## config.mk

```make
export PLATFORM = sky130hd
export DESIGN_NAME = scheduler1_commit_ctrl
export DESIGN_NICKNAME = d
export VERILOG_FILES = /design/src/rtl/scheduler1_commit_pkg.sv /design/src/rtl/scheduler1_commit_select.sv /design/src/rtl/scheduler1_commit_ctrl.sv
export SDC_FILE = /design/constraint.sdc
export NUM_CORES = 1
export LEC_CHECK = 0
export ABC_CLOCK_PERIOD_IN_PS = 8050
export BUFFER_PORTS_ARGS = -buffer_cell sky130_fd_sc_hd__clkbuf_2
export CORE_AREA = 3 3 111 113
export DETAILED_ROUTE_END_ITERATION = 10
export DIE_AREA = 0 0 114 116
export PLACE_DENSITY = 0.87
export SLEW_MARGIN = 20
export SYNTH_ARGS = -nofsm -noshare
export SYNTH_HDL_FRONTEND = slang
export SYNTH_SLANG_ARGS = --single-unit
```

## constraint.sdc

```tcl
create_clock -name iCLOCK -period 8.05 [get_ports iCLOCK]
set_input_delay 0.4025 -clock iCLOCK [delete_from_list [all_inputs] [get_ports iCLOCK]]
set_output_delay 0.4025 -clock iCLOCK [all_outputs]
set_load 0.1 [all_outputs]
```

## src/rtl/scheduler1_commit_pkg.sv

```systemverilog
`default_nettype none
// ============================================================================
// scheduler1_commit_pkg : shared sizes and pointer helper for the commit buffer
// Rev 1.0
// ============================================================================
package scheduler1_commit_pkg;

  localparam int COMMIT_DEPTH   = 64;
  localparam int PTR_W          = 6;
  localparam int FULL_THRESHOLD = 62;

  // Pointer arithmetic relies on PTR_W-bit truncation for the mod-depth wrap.
  function automatic logic [PTR_W-1:0] ptr_inc(input logic [PTR_W-1:0] ptr,
                                               input logic [1:0]       n);
    return ptr + PTR_W'(n);
  endfunction

endpackage
`default_nettype wire

```

## src/rtl/scheduler1_commit_select.sv

```systemverilog
`default_nettype none
// ============================================================================
// scheduler1_commit_select : head/head+1 readiness and commit strobe generation
// Rev 1.0
// ============================================================================
module scheduler1_commit_select
  import scheduler1_commit_pkg::*;
(
  input  logic [PTR_W-1:0]        head,
  input  logic [PTR_W:0]          count,
  input  logic                    flush,
  input  logic [COMMIT_DEPTH-1:0] info_valid,
  input  logic [COMMIT_DEPTH-1:0] info_ex_end,
  input  logic [COMMIT_DEPTH-1:0] info_branch,
  output logic                    c0,
  output logic                    c1,
  output logic [PTR_W-1:0]        tag0,
  output logic [PTR_W-1:0]        tag1,
  output logic [COMMIT_DEPTH-1:0] vector
);

  logic [PTR_W-1:0] head1;
  logic             ready0;
  logic             ready1;

  always_comb begin
    head1  = ptr_inc(head, 2'd1);
    ready0 = info_valid[head]  && info_ex_end[head];
    ready1 = info_valid[head1] && info_ex_end[head1];
    // A branch at the head retires alone so redirect handling sees it last.
    c0     = !flush && (count != '0) && ready0;
    c1     = c0 && (count >= (PTR_W+1)'(2)) && !info_branch[head] && ready1;
    tag0   = flush ? '0 : head;
    tag1   = flush ? '0 : head1;
    vector = '0;
    for (int i = 0; i < COMMIT_DEPTH; i++) begin
      vector[i] = (c0 && (head == PTR_W'(i))) || (c1 && (head1 == PTR_W'(i)));
    end
  end

endmodule
`default_nettype wire

```

## src/rtl/scheduler1_commit_ctrl.sv

```systemverilog
`default_nettype none
// ============================================================================
// scheduler1_commit_ctrl : in-order dual-retire commit controller (head/tail/count)
// Rev 1.0
// ============================================================================
module scheduler1_commit_ctrl
  import scheduler1_commit_pkg::*;
#(
  parameter int COMMIT_DEPTH = 64,
  parameter int PTR_W        = 6
) (
  input  logic                    iCLOCK,
  input  logic                    inRESET,
  input  logic                    iLOCK,
  input  logic                    iRESTART_VALID,
  input  logic                    iREGIST_0_VALID,
  input  logic                    iREGIST_1_VALID,
  output logic [PTR_W-1:0]        oREGIST_POINTER,
  output logic                    oFULL,
  output logic                    oEMPTY,
  output logic [PTR_W:0]          oCOUNT,
  input  logic [COMMIT_DEPTH-1:0] iINFO_VALID,
  input  logic [COMMIT_DEPTH-1:0] iINFO_EX_END,
  input  logic [COMMIT_DEPTH-1:0] iINFO_EX_BRANCH,
  output logic [COMMIT_DEPTH-1:0] oCOMMIT_VALID_VECTOR,
  output logic                    oCOMMIT_0_VALID,
  output logic [PTR_W-1:0]        oCOMMIT_0_TAG,
  output logic                    oCOMMIT_1_VALID,
  output logic [PTR_W-1:0]        oCOMMIT_1_TAG
);

  logic [PTR_W-1:0] tail;
  logic [PTR_W-1:0] head;
  logic [PTR_W:0]   count;
  logic [PTR_W:0]   count_next;
  logic             full;
  logic             empty;
  logic             flush;
  logic             accept;
  logic             c0;
  logic             c1;
  logic [1:0]       n_reg;
  logic [1:0]       n_com;

  // Commit strobes must stay quiet while either reset or restart is asserted.
  assign flush = iRESTART_VALID || !inRESET;

  scheduler1_commit_select u_select (
    .head        (head),
    .count       (count),
    .flush       (flush),
    .info_valid  (iINFO_VALID),
    .info_ex_end (iINFO_EX_END),
    .info_branch (iINFO_EX_BRANCH),
    .c0          (c0),
    .c1          (c1),
    .tag0        (oCOMMIT_0_TAG),
    .tag1        (oCOMMIT_1_TAG),
    .vector      (oCOMMIT_VALID_VECTOR)
  );

  always_comb begin
    accept     = iREGIST_0_VALID && !iLOCK && !full && !iRESTART_VALID;
    n_reg      = accept ? (iREGIST_1_VALID ? 2'd2 : 2'd1) : 2'd0;
    n_com      = {1'b0, c0} + {1'b0, c1};
    count_next = count + (PTR_W+1)'(n_reg) - (PTR_W+1)'(n_com);
  end

  always_ff @(posedge iCLOCK) begin
    if (!inRESET || iRESTART_VALID) begin
      tail  <= '0;
      head  <= '0;
      count <= '0;
      full  <= 1'b0;
      empty <= 1'b1;
    end else begin
      tail  <= ptr_inc(tail, n_reg);
      head  <= ptr_inc(head, n_com);
      count <= count_next;
      // Threshold leaves room for a full pair, so upstream never splits one.
      full  <= count_next > (PTR_W+1)'(FULL_THRESHOLD);
      empty <= count_next == '0;
    end
  end

  assign oREGIST_POINTER = tail;
  assign oCOUNT          = count;
  assign oFULL           = full;
  assign oEMPTY          = empty;
  assign oCOMMIT_0_VALID = c0;
  assign oCOMMIT_1_VALID = c1;

endmodule
`default_nettype wire

```

Word-level counts from Yosys, hierarchy flattened

Cells that the tools add are included.

$lt $le $gt $ge: 4
Add/subtract/negate cells: 6
Reductions and logical operators: 213
Equal/unequal tests: 126
Multiplexer cells: 14

Operators by type and width:

| operator                                                      | number |
|---|---|
| equality test 6 bit, second input constant                    | 64 |
| equality test 6 x 5 -> 1 bit, second input constant           | 32 |
| logical AND 1 bit                                             | 138 |
| equality test 6 x 4 -> 1 bit, second input constant           | 16 |
| logical OR 1 bit                                              | 65 |
| equality test 6 x 3 -> 1 bit, second input constant           | 8 |
| binary-select mux 1 bit (select 6 bit)                        | 5 |
| equality test 6 x 2 -> 1 bit, second input constant           | 4 |
| < comparator 6 x 7 -> 1 bit, second input constant            | 2 |
| adder 6 x 2 -> 6 bit                                          | 2 |
| equality test 6 x 1 -> 1 bit, second input constant           | 2 |
| zero test 6 bit                                               | 2 |
| 2-to-1 mux 6 bit                                              | 2 |
| adder 7 x 2 -> 7 bit                                          | 1 |
| >= comparator 7 x 2 -> 1 bit, second input constant           | 1 |
| greater-than comparator 7 x 6 -> 1 bit, second input constant | 1 |
| zero test 7 bit                                               | 1 |
| nonzero test 7 bit                                            | 1 |
| subtractor 7 x 2 -> 7 bit                                     | 1 |
| adder 6 x 1 -> 6 bit, second input constant                   | 1 |
| zero test 1 bit                                               | 6 |
| 2-to-1 mux 1 bit                                              | 5 |
| 2-to-1 mux 2 bit                                              | 2 |
| adder 1 x 1 -> 2 bit                                          | 1 |

Flip-flop bits (word level): 21
Output and inout bits: 93
Bits of input ports: 198
Logic and storage cells: 368

Logic depth before layout (Yosys ltp)

Depth in word-level cells: 11
Gate-level depth with buffers: 28
Gate-level depth less buffers: 22

By module

From an unflattened synthesis, not the netlist that was laid out.

Cell total of the unflattened synthesis: 708
Area total of the unflattened synthesis: 5173.7 um2

Modules (own cells, without submodules):

| module                   | seq. area each (um2) | instances | area an instance (um2) | cells an instance |
|---|---|---|---|---|
| scheduler1_commit_select | 0.0                  | 1         | 4071.4                 | 597 |
| scheduler1_commit_ctrl   | 420.4                | 1         | 1102.3                 | 111 |

Worst setup path after synthesis

No wires, ideal clock.

Kind: reg-to-output
From: register count[4] (netlist: oCOUNT[4])
To: output oCOMMIT_VALID_VECTOR[56]
Path buffers: 0
Cell stages (with the launch flop): 11
Arrival time: 6.512 ns
Slack: 1.136 ns
Data required time: 7.647 ns
Cell sequence: dfxtp_1 > inv_1 > ha_1 > nand2_1 > o41a_1 > nand2_1 > nor2_1 > nand3_1 > a22oi_1 > nand2_1 > o32ai_1

Cells in the longest elaborated chain, start to end: 8
Elaborated cells on any way between the ends: 10
Those cells by class: order compare: 1; reduce/logical: 9

Ends and longest elaborated chain:

| item                              | line                           | source |
|---|---|---|
| start: declaration                | scheduler1_commit_ctrl.sv:34   | `logic [PTR_W:0] count;` |
| start signal: assignment          | scheduler1_commit_ctrl.sv:79   | `count <= count_next;` |
| nonzero test 7 bit *              | scheduler1_commit_select.sv:31 | `c0 = !flush && (count != '0) && ready0;` |
| logical AND 1 bit * (2 in series) | scheduler1_commit_select.sv:31 |  |
| via oCOMMIT_0_VALID               | scheduler1_commit_ctrl.sv:26   | `output logic oCOMMIT_0_VALID,` |
| logical AND 1 bit (3 in series)   | scheduler1_commit_select.sv:32 | `c1 = c0 && (count >= (PTR_W+1)'(2)) && !info_branch[head] && ready1;` |
| logical AND 1 bit                 | scheduler1_commit_select.sv:37 | `vector[i] = (c0 && (head == PTR_W'(i))) \|\| (c1 && (head1 == PTR_W'(i)));` |
| logical OR 1 bit *                | scheduler1_commit_select.sv:37 |  |
| end: declaration                  | scheduler1_commit_ctrl.sv:25   | `output logic [COMMIT_DEPTH-1:0] oCOMMIT_VALID_VECTOR,` |

The timed path passes the listed nets; every way through them passes the cells marked *.

Worst setup path after layout

From: register head[0]
To: register full (netlist: oFULL)

Cells in the longest elaborated chain, start to end: 10
Elaborated cells on any way between the ends: 21
Those cells by class: add/sub: 3; order compare: 1; mux: 10; reduce/logical: 7

Ends and longest elaborated chain:

| item                                                         | line                         | source |
|---|---|---|
| start: declaration                                           | scheduler1_commit_ctrl.sv:33 | `logic [PTR_W-1:0] head;` |
| start signal: assignment                                     | scheduler1_commit_ctrl.sv:78 | `head <= ptr_inc(head, n_com);` |
| branches (longest 7 deep; another with adder 6 x 1 -> 6 bit) | --                           |  |
| adder 1 x 1 -> 2 bit *                                       | scheduler1_commit_ctrl.sv:65 | `n_com = {1'b0, c0} + {1'b0, c1};` |
| subtractor 7 x 2 -> 7 bit *                                  | scheduler1_commit_ctrl.sv:66 | `count_next = count + (PTR_W+1)'(n_reg) - (PTR_W+1)'(n_com);` |
| greater-than comparator 7 x 6 -> 1 bit *                     | scheduler1_commit_ctrl.sv:81 | `full <= count_next > (PTR_W+1)'(FULL_THRESHOLD);` |
| end signal: assignment                                       | scheduler1_commit_ctrl.sv:81 |  |
| end: declaration                                             | scheduler1_commit_ctrl.sv:36 | `logic full;` |

Every way passes the cells marked *. The select of a mux whose other input is x is not followed.
A chain may end at the register's enable or synchronous reset.

==> flow_metrics.env <==
export IMPL_status="complete, no violations"
export IMPL_max_slew_margin_pct=32.4
export IMPL_grt_pass1_vias=6234
export IMPL_finalInstanceArea_mm2=0.00632
export IMPL_ys_ff_latch=21
export IMPL_synth_yosys_seq_area_share_pct=8.76
export IMPL_syn2layout_area_growth_pct=31.7
export IMPL_hold_buffers=0
export IMPL_wl_per_cell_um=19.5
export IMPL_path_clk_slew_ns=0.06
export IMPL_place_congestion=0.974
export IMPL_leakage_nw=2.72
export IMPL_clockRootBuffer="clkbuf_16"
export IMPL_ir_drop_uv=111
export IMPL_cts_buffer_depth=2
export IMPL_clock_sinks=21
export IMPL_critPathLaunchType="flop"
export IMPL_placed_area_mm2=0.00624
export IMPL_h_tree_depth=1
export IMPL_tns_ns=0
export IMPL_via_count=6333
export IMPL_drc_errors=0
export IMPL_synth_edf_count=0
export IMPL_cp_end_kind="flop"
export IMPL_grt_ovfl_total=0
export IMPL_cts_buffers=3
export IMPL_post_route_period_util_pct=77.5
export IMPL_clock_skew_ns=0.00238
export IMPL_finalSetupViolCount=0
export IMPL_grt_usage_pct=28.7
export IMPL_cts_resized=0
export IMPL_fin_ws_ns=1.81
export IMPL_finalNetCount=1112
export IMPL_tightestPinTransition_ns=1.01
export IMPL_maxSlewViolCount=0
export IMPL_layout_drive_gt1_share_pct=37.6
export IMPL_period_needed_ns=6.24
export IMPL_rsz0062_at_grt="no"
export IMPL_hold_path_class="primary input to flop"
export IMPL_grt_max_degree=66
export IMPL_antenna_found_initial=0
export IMPL_pre_cts_slack_ns=1.84
export IMPL_fillers=1081
export IMPL_insertion_delay_ns=0.25
export IMPL_ys_warn_count=0
export IMPL_synth_cell_type_count=57
export IMPL_cp_arrival_ns=6.42
export IMPL_syn_inst=630
export IMPL_postCtsSetupBuffers=0
export IMPL_routed_wl_um=20100
export IMPL_firstDrtPassIters=6
export IMPL_worstPathRequired_ns=8.23
export IMPL_critPathBufInv=2
export IMPL_whs_ns=0.499
export IMPL_crit_type="flop to flop"
export IMPL_synth_cell_area_mm2=0.00480
export IMPL_num_antenna_cells=0
export IMPL_dp_hpwl_um=16200
export IMPL_cp_top_family="adder cells"
export IMPL_dp_cells=1025
export IMPL_crit_chain="inv_1 -> ha_2 -> o21ai_0 -> mux4_2 -> nor2_1 -> nor3_1 -> or3_1 -> o311a_1 -> ha_1 -> fa_1 -> inv_1 -> ha_1 -> a21o_1 -> a21oi_1 -> o21bai_1 -> a21oi_1 -> xnor2_1 -> or4_1 -> o21ai_0"
export IMPL_port_buffer_count=290
export IMPL_final_cells=1029
export IMPL_core_rowCount=39
export IMPL_fmax_mhz=160
export IMPL_grt_pass1_wl_um=30900
export IMPL_fp_dieW_um=114
export IMPL_crit_slowest_cell="ha_2"
export IMPL_path_max_fanout=65
export IMPL_synth_main_ff_cell="dfxtp_1"
export IMPL_cap_violations=0
export IMPL_cts_tree="yes"
export IMPL_ioPinCount=291
export IMPL_core_mm2=0.0114
export IMPL_hold_viol=0
export IMPL_initial_utilization_pct=42.0
export IMPL_first_iter_violations=606
export IMPL_die_h_um=116
export IMPL_synth_nets=855
export IMPL_die_area_mm2=0.0132
export IMPL_p_per_area_mw_per_mm2=96.2
export IMPL_antenna_left=0
export IMPL_slowest_delay_ns=1.00
export IMPL_synth_avg_cell_area_um2=7.61
export IMPL_vias_per_cell=6.15
export IMPL_ys_async_sr_fraction_pct=0
-- power by group --
| group | switching, mW | internal, mW | leakage [nW] |
|---|---|---|---|
| registers | 0.0120 | 0.116 | 0.171 |
| clock network | 0.0413 | 0.0668 | 0.0409 |
| logic | 0.240 | 0.131 | 2.50 |
-- through the flow --
step	power (mW)	util, %
2_1_floorplan	0.387	-
3_3_place_gp	0.489	54.6
3_5_place_dp	0.497	54.6
4_1_cts	0.606	55.3
5_1_grt	0.647	55.3
6_report	0.608	55.3
-- synth_stat cells (17+ instances only) --
master / count / area [µm²]
nand3_1: 52 / 260
a21oi_1: 17 / 85.1
o22ai_1: 51 / 319
nor2_1: 55 / 206
mux2i_1: 54 / 541
a22oi_1: 22 / 165
o21ai_0: 39 / 195
clkbuf_1: 18 / 67.6
nand2_1: 86 / 323
mux4_2: 27 / 608
dfxtp_1: 21 / 420
ha_1: 23 / 288
inv_1: 24 / 90.1
-- worst register-to-register path, delay by kind of cell (launching register included) --
kind,cells,cell delay [ns]
muxes,1,0.50
adders and majority gates,4,2.04
buffers and inverters,2,0.27
xor gates and xnor gates,1,0.12
AOI/OAI and AO/OA,7,1.17
and+or+nand+nor,4,1.14
DFF,1,0.92
-- cells by family after synthesis --
group           synth area share, %
compound gates                 22.3
xor+xnor                       3.63
fa+ha+maj                      7.67
buf+inv                        6.73
flops                          8.76
mux                            27.8
simple gates                   23.1
-- area by class of cell --
cell class	instances	area, µm²	area share, %
Sequential cell	21	425	6.73
Clock inverter	1	5.00	0.0792
Clock buffer	3	75.1	1.19
Multi-Input combinational cell	541	4060	64.2
Tap cell	143	179	2.83
Timing Repair Buffer	294	1480	23.4
Inverter	26	97.6	1.54
-- registers in the layout, summed over array words and instances (netlist names) --
signal	cells
oEMPTY	1
oREGIST_POINTER	6
head	6
oFULL	1
oCOUNT	7
-- routing by layer --
layer	global-route usage [%]	up-vias	wire length, µm
met5	0	-	0
met4	9.74	0	510
met3	3.71	46	1890
met2	50.7	440	10000
met1	36.2	2929	7640
li1	-	2918	-
-- layout by cell type (no fill, tap or decap), types with 19 or more instances in the layout --
cell      instances
inv_1            24
a22oi_1          22
o21ai_0          39
clkbuf_2        290
o22ai_1          51
mux2i_1          54
nor2_1           55
dfxtp_1          19
nand2_1          86
ha_1             22
mux4_2           27
nand3_1          52
-- worst paths after layout --
| path | from | endpoint | slack [ns] | cells after the start |
|---|---|---|---|---|
| worst max register to register | head[0] | oFULL | 1.81 | 19 |
| worst min register to register | oREGIST_POINTER[5] | oREGIST_POINTER[5] | 0.51 | 2 |
| worst max-delay path | head[0] | oFULL | 1.81 | 19 |
| worst min-delay path | iRESTART_VALID | oEMPTY | 0.50 | 3 |
Power figures use the tool's default switching activity.
